### src/rtl/stopwatch_ctrl.sv
// ----------------------------------------------------------------------------
// Module   : stopwatch_ctrl
// Purpose  : Sequencing controller for the stopwatch digit-counter chain.
//            Turns tick and button pulses into cascade enables, direction and
//            a synchronous clear, and holds a lap snapshot for the display.
// Options  : STOPWATCH_COUNTDOWN_EN enables countdown mode (i_mode_down).
// Revision : 1.0 - initial release
// ----------------------------------------------------------------------------
`default_nettype none

module stopwatch_ctrl #(
  parameter int                      NUM_DIGITS  = 4,
  parameter logic [4*NUM_DIGITS-1:0] BASE_PACKED = 16'h6AAA
) (
  input  logic                      clk,
  input  logic                      rst,
  input  logic                      i_tick,
  input  logic                      i_start_stop,
  input  logic                      i_clear,
  input  logic                      i_lap,
  input  logic                      i_mode_down,
  input  logic [4*NUM_DIGITS-1:0]   i_digits_in,
  output logic [NUM_DIGITS-1:0]     o_cnt_en,
  output logic                      o_cnt_up,
  output logic                      o_cnt_clr,
  output logic                      o_running,
  output logic                      o_done,
  output logic                      o_lap_active,
  output logic [4*NUM_DIGITS-1:0]   o_disp_digits
);

  typedef enum logic [1:0] {
    S_IDLE  = 2'd0,
    S_RUN   = 2'd1,
    S_PAUSE = 2'd2,
    S_DONE  = 2'd3
  } state_t;

  state_t                    r_state;
  state_t                    w_next;
  logic                      r_cnt_clr;
  logic                      r_lap_active;
  logic [4*NUM_DIGITS-1:0]   r_lap_snap;
  logic                      w_cnt_up;
  logic                      w_latch_dir;
  logic                      w_start_block;
  logic                      w_lap_set;
  logic                      w_lap_clr;
  logic [NUM_DIGITS-1:0]     w_term;
  logic [NUM_DIGITS-1:0]     w_en;
  logic                      w_all_term;

  // Per-digit terminal detection: BASE-1 counting up, 0 counting down
  for (genvar gi = 0; gi < NUM_DIGITS; gi++) begin : g_term
    logic [3:0] w_dig;
    logic [3:0] w_max;
    assign w_dig = i_digits_in[4*gi +: 4];
    assign w_max = BASE_PACKED[4*gi +: 4] - 4'd1;
`ifdef STOPWATCH_COUNTDOWN_EN
    assign w_term[gi] = w_cnt_up ? (w_dig == w_max) : (w_dig == 4'd0);
`else
    assign w_term[gi] = (w_dig == w_max);
`endif
  end

  assign w_all_term = &w_term;

  // Ripple cascade: a digit advances when the tick reaches it through
  // every lower digit sitting at its terminal value
  assign w_en[0] = i_tick & (r_state == S_RUN) & ~i_clear & ~w_all_term;
  for (genvar gc = 1; gc < NUM_DIGITS; gc++) begin : g_casc
    assign w_en[gc] = w_en[gc-1] & w_term[gc-1];
  end

`ifdef STOPWATCH_COUNTDOWN_EN
  logic r_cnt_up;
  // Direction is captured only when leaving IDLE for RUN
  always_ff @(posedge clk or posedge rst) begin
    if (rst)              r_cnt_up <= 1'b1;
    else if (w_latch_dir) r_cnt_up <= ~i_mode_down;
  end
  assign w_cnt_up      = r_cnt_up;
  // A countdown cannot start from an all-zero count
  assign w_start_block = i_mode_down & (i_digits_in == '0);
`else
  logic w_unused_mode;
  assign w_unused_mode = i_mode_down ^ w_latch_dir;
  assign w_cnt_up      = 1'b1;
  assign w_start_block = 1'b0;
`endif

  // State register
  always_ff @(posedge clk or posedge rst) begin
    if (rst) r_state <= S_IDLE;
    else     r_state <= w_next;
  end

  // Next-state and lap decisions; priority clear > start_stop > lap > tick
  always_comb begin
    w_next      = r_state;
    w_latch_dir = 1'b0;
    w_lap_set   = 1'b0;
    w_lap_clr   = 1'b0;
    case (r_state)
      S_IDLE: begin
        if (!i_clear && i_start_stop && !w_start_block) begin
          w_next      = S_RUN;
          w_latch_dir = 1'b1;
        end
      end
      S_RUN: begin
        if (i_clear) begin
          w_next = S_IDLE;
        end else if (i_start_stop) begin
          w_next = S_PAUSE;
        end else begin
          if (i_lap) begin
            w_lap_set = ~r_lap_active;
            w_lap_clr = r_lap_active;
          end
          if (i_tick && w_all_term) w_next = S_DONE;
        end
      end
      S_PAUSE: begin
        if (i_clear)           w_next = S_IDLE;
        else if (i_start_stop) w_next = S_RUN;
        else if (i_lap)        w_lap_clr = r_lap_active;
      end
      S_DONE: begin
        if (i_clear) w_next = S_IDLE;
      end
      default: w_next = S_IDLE;
    endcase
  end

  // Registered one-cycle clear pulse and lap snapshot handling
  always_ff @(posedge clk or posedge rst) begin
    if (rst) begin
      r_cnt_clr    <= 1'b0;
      r_lap_active <= 1'b0;
      r_lap_snap   <= '0;
    end else begin
      r_cnt_clr <= i_clear;
      if (i_clear)        r_lap_active <= 1'b0;
      else if (w_lap_set) r_lap_active <= 1'b1;
      else if (w_lap_clr) r_lap_active <= 1'b0;
      if (w_lap_set) r_lap_snap <= i_digits_in;
    end
  end

  assign o_cnt_en      = w_en;
  assign o_cnt_up      = w_cnt_up;
  assign o_cnt_clr     = r_cnt_clr;
  assign o_running     = (r_state == S_RUN);
  assign o_done        = (r_state == S_DONE);
  assign o_lap_active  = r_lap_active;
  assign o_disp_digits = r_lap_active ? r_lap_snap : i_digits_in;

endmodule

`default_nettype wire

### config.mk
export PLATFORM = sky130hd
export DESIGN_NAME = stopwatch_ctrl
export DESIGN_NICKNAME = d
export VERILOG_FILES = /design/src/rtl/stopwatch_ctrl.sv
export SDC_FILE = /design/constraint.sdc
export NUM_CORES = 1
export LEC_CHECK = 0
export ABC_CLOCK_PERIOD_IN_PS = 1550
export BUFFER_PORTS_ARGS = -buffer_cell sky130_fd_sc_hd__buf_2
export CORE_MARGIN = 5
export CORE_UTILIZATION = 44
export CTS_CLUSTER_SIZE = 8
export DETAILED_ROUTE_END_ITERATION = 12
export PLACE_DENSITY = 0.76
export SETUP_SLACK_MARGIN = 0.05
export SYNTH_ARGS = -nofsm -noshare
export SYNTH_HDL_FRONTEND = slang
export SYNTH_SLANG_ARGS = --single-unit
### constraint.sdc
create_clock -name clk -period 1.55 [get_ports clk]
set_input_delay 0.155 -clock clk [delete_from_list [all_inputs] [get_ports clk]]
set_output_delay 0.155 -clock clk [all_outputs]
set_load 0.05 [all_outputs]
==> results of run 1 <==
power groups by stage:
stage / logic [uW] / clock network, uW / registers, uW
detailed placement: 1550 / 0 / 915
global route: 2020 / 305 / 963
floorplan: 1210 / 0 / 888
global placement: 1510 / 0 / 894
finish: 1930 / 264 / 929
CTS: 1910 / 266 / 927
cells by family after synthesis:
logic type,synth area share
muxes,0.330
DFF,0.391
and+or+nand+nor,0.107
buffers and inverters,0.0430
AOI/OAI and AO/OA,0.0772
adders and majority gates,0.0488
other,0.00293
per-layer routing:
| metal | vias to the layer above | part of all wire | GRT usage |
|---|---|---|---|
| li1 | 468 | - | - |
| met1 | 491 | 0.39 | 0.201 |
| met2 | 24 | 0.56 | 0.332 |
| met3 | 5 | 0.038 | 0.0245 |
| met4 | 0 | 0.014 | 0.0675 |
| met5 | - | 0 | 0 |
cell type report:
type | count | area (um^2) | area share
multi-input combinational | 63 | 873 | 0.415
timing repair buffer | 67 | 642 | 0.305
sequential | 20 | 503 | 0.239
tap | 31 | 38.8 | 0.0184
clock buffer | 4 | 26.3 | 0.0125
inverter | 6 | 22.5 | 0.0107
state kept, by name, indices dropped and copies added, names as in the netlist:
signal and cells:
o_cnt_clr 1, r_state 2, o_lap_active 1, r_lap_snap 16
through the flow:
step                      setup TNS, ns  utilization  std cells
final                             -2.89        0.757        191
after global routing              -5.39        0.757        191
after CTS                         -2.65        0.752        191
after detailed placement          -1.37        0.625        181
after global placement           -0.571        0.625        181
after floorplan                   -4.23            -         93
worst max-delay path, cell delays in order (launching register included):
cell     delay, ns
dfrtp_1       0.42
inv_2         0.08
ha_4          0.15
nor2b_4       0.15
and3_4        0.18
and2_4        0.14
buf_8         0.14
synthesized netlist by cell type (all sizes together):
| cell | n | area (um^2) |
|---|---|---|
| a41oi | 1 | 16.3 |
| a221oi | 1 | 8.76 |
| or2 | 1 | 6.26 |
| buf | 4 | 32.5 |
| and2 | 2 | 13.8 |
| a31oi | 1 | 6.26 |
| o32ai | 1 | 16.3 |
| inv | 6 | 22.5 |
| nor2b | 2 | 20.0 |
| nor2 | 1 | 20.0 |
| a21oi | 1 | 5.00 |
| o21ba | 1 | 10.0 |
| mux2 | 33 | 413 |
| nand2 | 3 | 13.8 |
| conb | 1 | 3.75 |
| mux2i | 1 | 10.0 |
| nand4 | 1 | 6.26 |
| a311oi | 1 | 8.76 |
| and4bb | 4 | 50.1 |
| dfrtp | 20 | 500 |
| a2111oi | 1 | 27.5 |
| ha | 5 | 62.6 |
| and3 | 1 | 7.51 |
path summary, 6_finish.rpt:
path                          startpoint              to  slack (ns)  cells after the start
max in group asynchronous            rst  r_lap_snap[13]        0.69                      4
min                              i_clear       o_cnt_clr        0.05                      1
min in group asynchronous            rst       o_cnt_clr        0.36                      3
max reg2reg                   r_state[1]      r_state[0]       -0.13                      6
max                           r_state[1]     o_cnt_en[1]       -0.18                      6
min reg2reg                r_lap_snap[2]   r_lap_snap[2]        0.52                      1
repair_timing:
item,CTS,global route
pin swaps,2,1
setup endpoints to repair,39,38
gates cloned,1,0
endpoints found under the hold margin,10,0
resized for setup,75,5
hold buffers,1,0
buffers inserted,5,0
==> flow_metrics.py, run 1 <==
metrics = {
    "status": {
        "status": "complete, but fails checks",
        "violations": "negative setup slack",
    },
    "drt": {
        "vias": 988,
        "wl_per_cell_um": 17.9,
        "firstDrtPassIters": 4,
        "drc": 0,
        "viasPerCell": 5.17,
        "drt_wl_total_mm": 3.41,
        "ant_nets": 0,
        "drt_iter0_markers": 30,
    },
    "clock_network": {
        "cts_tree": "built",
        "clk_path_buf_depth": 2,
        "cts_made_buffers": 3,
        "clk_pin_slew_ns": 0.11,
        "clock-root-buffer": "clkbuf_4",
        "htree_num_levels": 1,
        "cts.sinks": 20,
        "clk_latency_ns": 0.31,
    },
    "finish": {
        "mostFrequentLayoutCells": "mux2_4 (33), buf_2 (24), dfrtp_1 (18)",
        "fin_area_mm2": 0.00211,
        "fill_cells": 161,
        "antenna_cells": 0,
        "nets": 189,
        "area_growth_pct": 64.4,
        "layout-drive-gt1-share": 0.775,
        "final_common_cell": "mux2_4",
    },
    "timing": {
        "period_minus_slack_ns": 1.73,
        "finalCritPeriodShare": 1.11,
        "drv_slew": 0,
        "max_clock_freq_mhz": 580,
        "finalHoldViolations": 0,
        "skew_ns": 0.00350,
        "hold_ws_ns": 0.0506,
        "setup_viol": 37,
        "worst_slack_ns": -0.176,
        "rsz0062_at_grt": "yes",
    },
    "place": {
        "globalplace.congestion": 0.872,
        "portBuffers": 45,
        "dpl.hpwl_mm": 2.43,
        "preCtsSetupSlack_ns": -0.120,
        "post_dp_cell_area_mm2": 0.00174,
    },
    "flow_run": {
        "max-cap-violations": 0,
    },
    "logic_synthesis": {
        "ys_types": 29,
        "syn_inst": 93,
        "syn_area_mm2": 0.00128,
        "synth_warnings": 0,
        "yosysSeqAreaShare": 0.391,
        "ys_ff_latch": 20,
        "syn_avg_cell_area_um2": 13.8,
        "synth_nets": 121,
    },
    "power": {
        "p_comb_frac": 0.618,
        "pwr-share-seq": 0.297,
        "p_sw_uw": 1210,
        "power_uw": 3120,
        "internal_power_uw": 1920,
        "power.leakage_uw": 0.00101,
        "swShare": 0.387,
        "peakVddDrop_mv": 1.18,
        "power_frac_clock": 0.085,
        "p_per_area_mw_per_mm2": 1480,
    },
    "floorplan": {
        "die_x_um": 64.0,
        "io_pins": 48,
        "initial_core_util": 0.461,
        "coreArea_mm2": 0.00278,
        "dieArea_mm2": 0.00409,
        "num_rows": 19,
        "die_h_um": 64.0,
    },
    "global_route": {
        "grt_max_degree": 12,
        "antenna_found_initial": 0,
        "grt_use_total": 0.178,
        "grt-ovfl-total": 0,
        "grt_pass1_vias": 1156,
        "grt_first_pass_wirelength_mm": 5.71,
    },
    "setup_path": {
        "worst_setup_path_end_kind": "output port",
        "worstPathRequired_ns": 1.39,
        "cp-start-kind": "flop",
        "setup.worst_path.class": "reg -> out",
        "worst-path-max-fanout": 3,
        "cp.arrival_ns": 1.57,
    },
    "min_path": {
        "hold_class": "in -> reg",
    },
}
Note: power is estimated with default switching activity, not from simulation.
==> inputs of run 2 (changes only) <==
--- a/config.mk
+++ b/config.mk
@@ -5,13 +5,14 @@
 export SDC_FILE = /design/constraint.sdc
 export NUM_CORES = 1
 export LEC_CHECK = 0
+export ABC_AREA = 1
 export ABC_CLOCK_PERIOD_IN_PS = 1550
 export BUFFER_PORTS_ARGS = -buffer_cell sky130_fd_sc_hd__buf_2
 export CORE_MARGIN = 5
 export CORE_UTILIZATION = 44
 export CTS_CLUSTER_SIZE = 8
 export DETAILED_ROUTE_END_ITERATION = 12
-export PLACE_DENSITY = 0.76
+export PLACE_DENSITY = 0.75
 export SETUP_SLACK_MARGIN = 0.05
 export SYNTH_ARGS = -nofsm -noshare
 export SYNTH_HDL_FRONTEND = slang
==> run 2 against run 1 <==
Effect of this change: the flow still finishes with violations (negative setup slack); fmax down 0.35%; global-route usage down 2.5 points; clock skew about the same; non-clock buffer count unchanged; wire length rose by 1.1%; critical endpoint is now o_cnt_en[3]; critical path depth up 5; via count rose by 27%.
==> flow_metrics.py, run 2 <==
metrics = {
    "timing": {
        "setup_viol": 20,
        "drv_slew": 0,
        "max_clock_freq_mhz": 578,
        "finalCritPeriodShare": 1.12,
        "finalHoldViolations": 0,
        "hold_ws_ns": 0.115,
        "worst_slack_ns": -0.182,
        "period_minus_slack_ns": 1.73,
        "rsz0062_at_grt": "yes",
        "skew_ns": 0.00316,
    },
    "drt": {
        "drt_wl_total_mm": 3.45,
        "ant_nets": 0,
        "drt_iter0_markers": 57,
        "firstDrtPassIters": 4,
        "viasPerCell": 4.82,
        "vias": 1257,
        "drc": 0,
        "wl_per_cell_um": 13.2,
    },
    "logic_synthesis": {
        "synth-compound-area-share": 0.187,
        "synthXorXnorAreaFrac": 0,
        "synth_nets": 194,
        "synthTopCellsByArea": "dfrtp_1 (38%), nand2_1 (12%), o21ai_2 (11%)",
        "syn_avg_cell_area_um2": 7.90,
        "yosysTopAreaCell": "dfrtp_1",
        "ys_types": 26,
        "async_flop_share": 1.00,
        "yosys-mux-area-fraction": 0,
        "syn_inst": 166,
        "synth_fa_ha_area_frac": 0.0477,
        "yosysSeqAreaShare": 0.382,
        "synth_warnings": 0,
        "synth_edf_count": 0,
        "post-synth-top-count-cell": "nand2_1",
        "synth_top_family_by_area": "simple AND/OR/NAND/NOR gates",
        "netlist.area_leader.share": 0.382,
        "synthTopCellsByCount": "nand2_1 (43), inv_1 (26), dfrtp_1 (20), o21ai_2 (16), o21ai_1 (13)",
        "yosys.area_share.simple": 0.255,
        "syn_area_mm2": 0.00131,
        "synth_flop_cell": "dfrtp_1",
        "ys_ff_latch": 20,
    },
    "min_path": {
        "min-delay-start": "i_digits_in[3]",
        "hold_class": "in -> reg",
    },
    "floorplan": {
        "dieArea_mm2": 0.00417,
        "die_x_um": 64.6,
        "initial_core_util": 0.467,
        "io_pins": 48,
        "die_h_um": 64.6,
        "num_rows": 19,
        "coreArea_mm2": 0.00281,
    },
    "clock_network": {
        "htree_num_levels": 1,
        "clk_latency_ns": 0.31,
        "clk_path_buf_depth": 2,
        "cts_made_buffers": 3,
        "clock-root-buffer": "clkbuf_4",
        "cts_tree": "built",
        "clk_pin_slew_ns": 0.12,
        "cts.sinks": 20,
    },
    "setup_path": {
        "r2r-start": "r_state[1]",
        "worst_setup_path_end_kind": "output port",
        "cp.arrival_ns": 1.58,
        "cp-start-kind": "flop",
        "critPathLaunch": "r_state[1]",
        "setup.worst_path.class": "reg -> out",
        "worstPathRequired_ns": 1.39,
        "worst-path-max-fanout": 3,
    },
    "global_route": {
        "grt-ovfl-total": 0,
        "grt_first_pass_wirelength_mm": 5.08,
        "antenna_found_initial": 0,
        "grt_max_degree": 21,
        "grt_use_total": 0.153,
        "grt_pass1_vias": 1142,
    },
    "flow_run": {
        "max-cap-violations": 0,
    },
    "finish": {
        "mostFrequentLayoutCells": "nand2_1 (33), o21ai_2 (29), buf_2 (25)",
        "fin_area_mm2": 0.00210,
        "nets": 259,
        "area_growth_pct": 59.8,
        "largest_reg_flops": 16,
        "reg_top3": "r_lap_snap x16, r_state x2",
        "instances_no_fill": 261,
        "final_util": 0.747,
        "antenna_cells": 0,
        "final_common_cell": "nand2_1",
        "layout-drive-gt1-share": 0.596,
        "largest-register": "r_lap_snap",
    },
    "power": {
        "p_per_area_mw_per_mm2": 1450,
        "power.leakage_uw": 0.00109,
        "peakVddDrop_mv": 0.960,
    },
    "place": {
        "dpl.hpwl_mm": 2.27,
        "dp.cells": 245,
        "portBuffers": 45,
        "post_dp_cell_area_mm2": 0.00170,
        "globalplace.congestion": 0.777,
    },
    "status": {
        "status": "complete, but fails checks",
        "violations": "negative setup slack",
    },
}
[run 2: per-layer routing]
layer / share of wire / track usage / vias to the layer above
li1: - / - / 643
met1: 0.41 / 0.193 / 571
met2: 0.51 / 0.264 / 39
met3: 0.069 / 0.0466 / 4
met4: 0.0099 / 0.0237 / 0
met5: 0 / 0 / -
[run 2: cell type report]
| cell class | instances | area, um^2 |
|---|---|---|
| Inverter | 29 | 125 |
| Fill cell | 225 | 709 |
| Multi-Input combinational cell | 110 | 822 |
| Clock buffer | 4 | 36.3 |
| Sequential cell | 20 | 502 |
| Tap cell | 31 | 38.8 |
| Timing Repair Buffer | 67 | 572 |
[run 2: final timing paths]
path                                  end  slack [ns]  cells after the start
min in group asynchronous   r_lap_snap[3]        0.40                      4
hold / removal              r_lap_snap[3]        0.11                      3
hold reg to reg            r_lap_snap[11]        0.51                      2
setup reg to reg            r_lap_snap[4]       -0.11                     10
setup / recovery              o_cnt_en[3]       -0.18                     11
max in group asynchronous    o_lap_active        0.93                      4
[run 2: repair_timing]
action                     CTS  global route
pin swaps                    4             5
setup endpoints to repair   18            35
gates cloned                 0             3
resized for setup           32            35
buffers inserted             3             5
hold endpoints to repair    21             1
hold buffers                 1             1
[run 2: cell families (layout without fill, tap and decap cells)]
family,count (synthesis),after routing
AOI/OAI and AO/OA,36,36
adders and majority gates,5,5
buffers and inverters,36,100
DFF,20,20
other,1,1
and+or+nand+nor,68,68
[run 2: power by group]
| group | internal, uW | switching (uW) |
|---|---|---|
| Combinational | 746 | 974 |
| Clock | 143 | 174 |
| Sequential | 762 | 229 |
[run 2: metrics by stage]
| stage | TNS (ns) | setup WS [ns] | total power (uW) |
|---|---|---|---|
| 3_3_place_gp | 0 | 0.0347 | 2290 |
| 4_1_cts | -0.498 | -0.197 | 2800 |
| 3_5_place_dp | 0 | 0.0123 | 2320 |
| 6_report | -1.96 | -0.182 | 3030 |
| 5_1_grt | -4.32 | -0.303 | 3250 |
| 2_1_floorplan | -2.27 | -0.192 | 2030 |
[run 2: worst max-delay path, cell delays in order, from the launching register on]
cell and delay [ns]:
dfrtp_1 0.41, inv_2 0.08, ha_4 0.14, nand2_4 0.05, inv_2 0.05, nand2_2 0.04, clkinv_2 0.05, nand2_4 0.06
inv_8 0.06, nand4_1 0.12, inv_4 0.08, buf_8 0.14
==> inputs of run 3 (changes only) <==
--- a/config.mk
+++ b/config.mk
@@ -13,6 +13,7 @@
 export CTS_CLUSTER_SIZE = 8
 export DETAILED_ROUTE_END_ITERATION = 12
 export PLACE_DENSITY = 0.75
+export REMOVE_ABC_BUFFERS = 1
 export SETUP_SLACK_MARGIN = 0.05
 export SYNTH_ARGS = -nofsm -noshare
 export SYNTH_HDL_FRONTEND = slang
==> run 3 against run 2 <==
Effect of this change: the run ends with negative hold slack, negative setup slack left; sequential share of layout area decreased by 0.92 points; utilization increased by 3.0 points; clock skew increased by 0.0027 ns; critical path type unchanged.
==> flow_metrics.py, run 3 (synthesis gave the netlist of run 2 again) <==
metrics = {
    "status": {
        "status": "complete, but fails checks",
        "violations": "negative hold slack, negative setup slack",
    },
    "setup_path": {
        "worstPathRequired_ns": 1.39,
        "cpPeakStageDelay_ns": 0.41,
        "r2r-start": "r_state[1]",
        "cp_num_buf_inv": 7,
        "cp-start-kind": "flop",
        "setup.worst_path.class": "reg -> out",
        "critical-path-top-delay-family": "buffers and inverters",
        "path_cells": "inv_2, ha_4, nand2_4, inv_4, nand2_4, inv_4, nand2_4, inv_4, buf_4, buf_6, buf_8",
        "cp_slowest_cell": "dfrtp_1",
        "r2r_cells": 10,
        "reg2reg_slack_ns": -0.14,
        "worst_setup_path_end_kind": "output port",
        "worst-path-max-fanout": 3,
        "reg2reg_to": "r_state[0]",
        "cp.arrival_ns": 1.62,
    },
    "global_route": {
        "grt_pass1_vias": 1204,
        "grt_use_total": 0.156,
        "antenna_found_initial": 0,
        "grt_first_pass_wirelength_mm": 5.14,
        "grt-ovfl-total": 0,
        "grt_max_degree": 28,
    },
    "min_path": {
        "min_path_cells": 1,
        "min-delay-start": "i_clear",
        "hold_class": "in -> reg",
        "min_to": "o_cnt_clr",
    },
    "finish": {
        "largest-register": "r_lap_snap",
        "final_common_cell": "nand2_1",
        "mostFrequentLayoutCells": "nand2_1 (33), o21ai_2 (27), inv_1 (23), buf_2 (23), buf_6 (22)",
        "nets": 261,
        "layout-drive-gt1-share": 0.603,
        "fin_area_mm2": 0.00218,
        "largest_reg_flops": 16,
        "instances_no_fill": 263,
        "antenna_cells": 0,
        "final_util": 0.777,
        "area_growth_pct": 66.2,
        "fill_cells": 187,
        "reg_top3": "r_lap_snap x16, r_state x2",
    },
    "place": {
        "globalplace.congestion": 0.920,
        "dp.cells": 244,
        "portBuffers": 45,
        "dpl.hpwl_mm": 2.08,
        "post_dp_cell_area_mm2": 0.00161,
    },
    "clock_network": {
        "clk_path_buf_depth": 2,
        "htree_num_levels": 1,
        "cts.sinks": 20,
        "cts.hold.buffers_added": 1,
        "clk_latency_ns": 0.31,
        "clk_pin_slew_ns": 0.11,
        "cts_tree": "built",
        "cts_made_buffers": 3,
        "clock-root-buffer": "clkbuf_4",
    },
    "drt": {
        "firstDrtPassIters": 4,
        "vias": 1347,
        "wl_met2_mm": 1.98,
        "drt_iter0_markers": 54,
        "drt_wl_total_mm": 3.86,
        "wl_met1_mm": 1.49,
        "top_layer": "met4",
        "met3_length_um": 285,
        "ant_nets": 0,
        "drc": 0,
        "viasPerCell": 5.12,
        "wl_per_cell_um": 14.7,
    },
    "floorplan": {
        "num_rows": 19,
        "coreArea_mm2": 0.00281,
        "dieArea_mm2": 0.00417,
        "initial_core_util": 0.467,
        "die_h_um": 64.6,
        "die_x_um": 64.6,
        "io_pins": 48,
    },
    "power": {
        "p_per_area_mw_per_mm2": 1470,
        "p_sw_uw": 1430,
        "internal_power_uw": 1780,
        "pwr-share-seq": 0.299,
        "power.leakage_uw": 0.00113,
        "swShare": 0.446,
        "peakVddDrop_mv": 1.14,
        "power_frac_clock": 0.096,
        "power_uw": 3210,
        "p_comb_frac": 0.605,
    },
    "timing": {
        "hold_ws_ns": -0.0295,
        "worst_slack_ns": -0.227,
        "finalCritPeriodShare": 1.15,
        "setup_viol": 19,
        "max_clock_freq_mhz": 563,
        "finalHoldViolations": 1,
        "drv_slew": 0,
        "fin_tns_setup_ns": -1.51,
        "rsz0062_at_grt": "yes",
        "skew_ns": 0.00584,
        "period_minus_slack_ns": 1.78,
    },
    "flow_run": {
        "max-cap-violations": 0,
    },
}
run 3: cell types whose count changed in the layout (fill, tap and decap cells not counted), sizes merged:
cell         before  now
clkbuf            6    8
inv              26   28
buf              63   64
clkinv            2    1
clkinvlp          1    0
dlygate4sd3       2    1
run 3: area by class of cell:
cell class | instances | area (um^2) | area share
multi-input combinational | 110 | 807 | 0.370
sequential | 20 | 502 | 0.230
clock buffer | 4 | 36.3 | 0.0166
timing repair buffer | 69 | 678 | 0.311
inverter | 29 | 118 | 0.0540
tap | 31 | 38.8 | 0.0178
run 3: stage by stage:
step / hold slack (ns) / setup WS [ns]
after floorplan: 0.119 / -0.700
after global routing: -0.0398 / -0.325
after CTS: -0.0337 / -0.163
after global placement: 0.191 / 0.0249
after detailed placement: 0.192 / 0.00988
final: -0.0295 / -0.227
run 3: how the worst max path moves through the flow:
stage                 start                to  slack, ns  depth (start not counted)
6_report         r_state[1]       o_cnt_en[0]      -0.23                         11
5_1_grt          r_state[1]       o_cnt_en[3]      -0.33                         11
4_1_cts          r_state[1]       o_cnt_en[3]      -0.16                         11
3_5_place_dp     r_state[1]       o_cnt_en[3]       0.01                         11
3_3_place_gp     r_state[1]       o_cnt_en[3]       0.02                         11
2_1_floorplan  o_lap_active  o_disp_digits[4]      -0.70                          1
run 3: power by group through the flow:
stage          clock [uW]  sequential (uW)  combinational (uW)
6_report              308              959                1940
5_1_grt               336              986                2070
4_1_cts               313              906                1520
3_5_place_dp            0              908                1350
3_3_place_gp            0              901                1330
2_1_floorplan           0              941                 962
run 3: layer usage:
layer,track usage,vias up
met2,0.258,56
li1,-,644
met3,0.0604,14
met5,0,-
met1,0.183,633
met4,0.0607,0
run 3: timing repair:
action                                  in CTS  in global routing
endpoints found under the setup margin       8                 36
resized for setup                           24                 90
setup buffers                                6                  3
endpoints found under the hold margin       21                  1
cloned                                       0                  6
pin swaps                                    2                  4
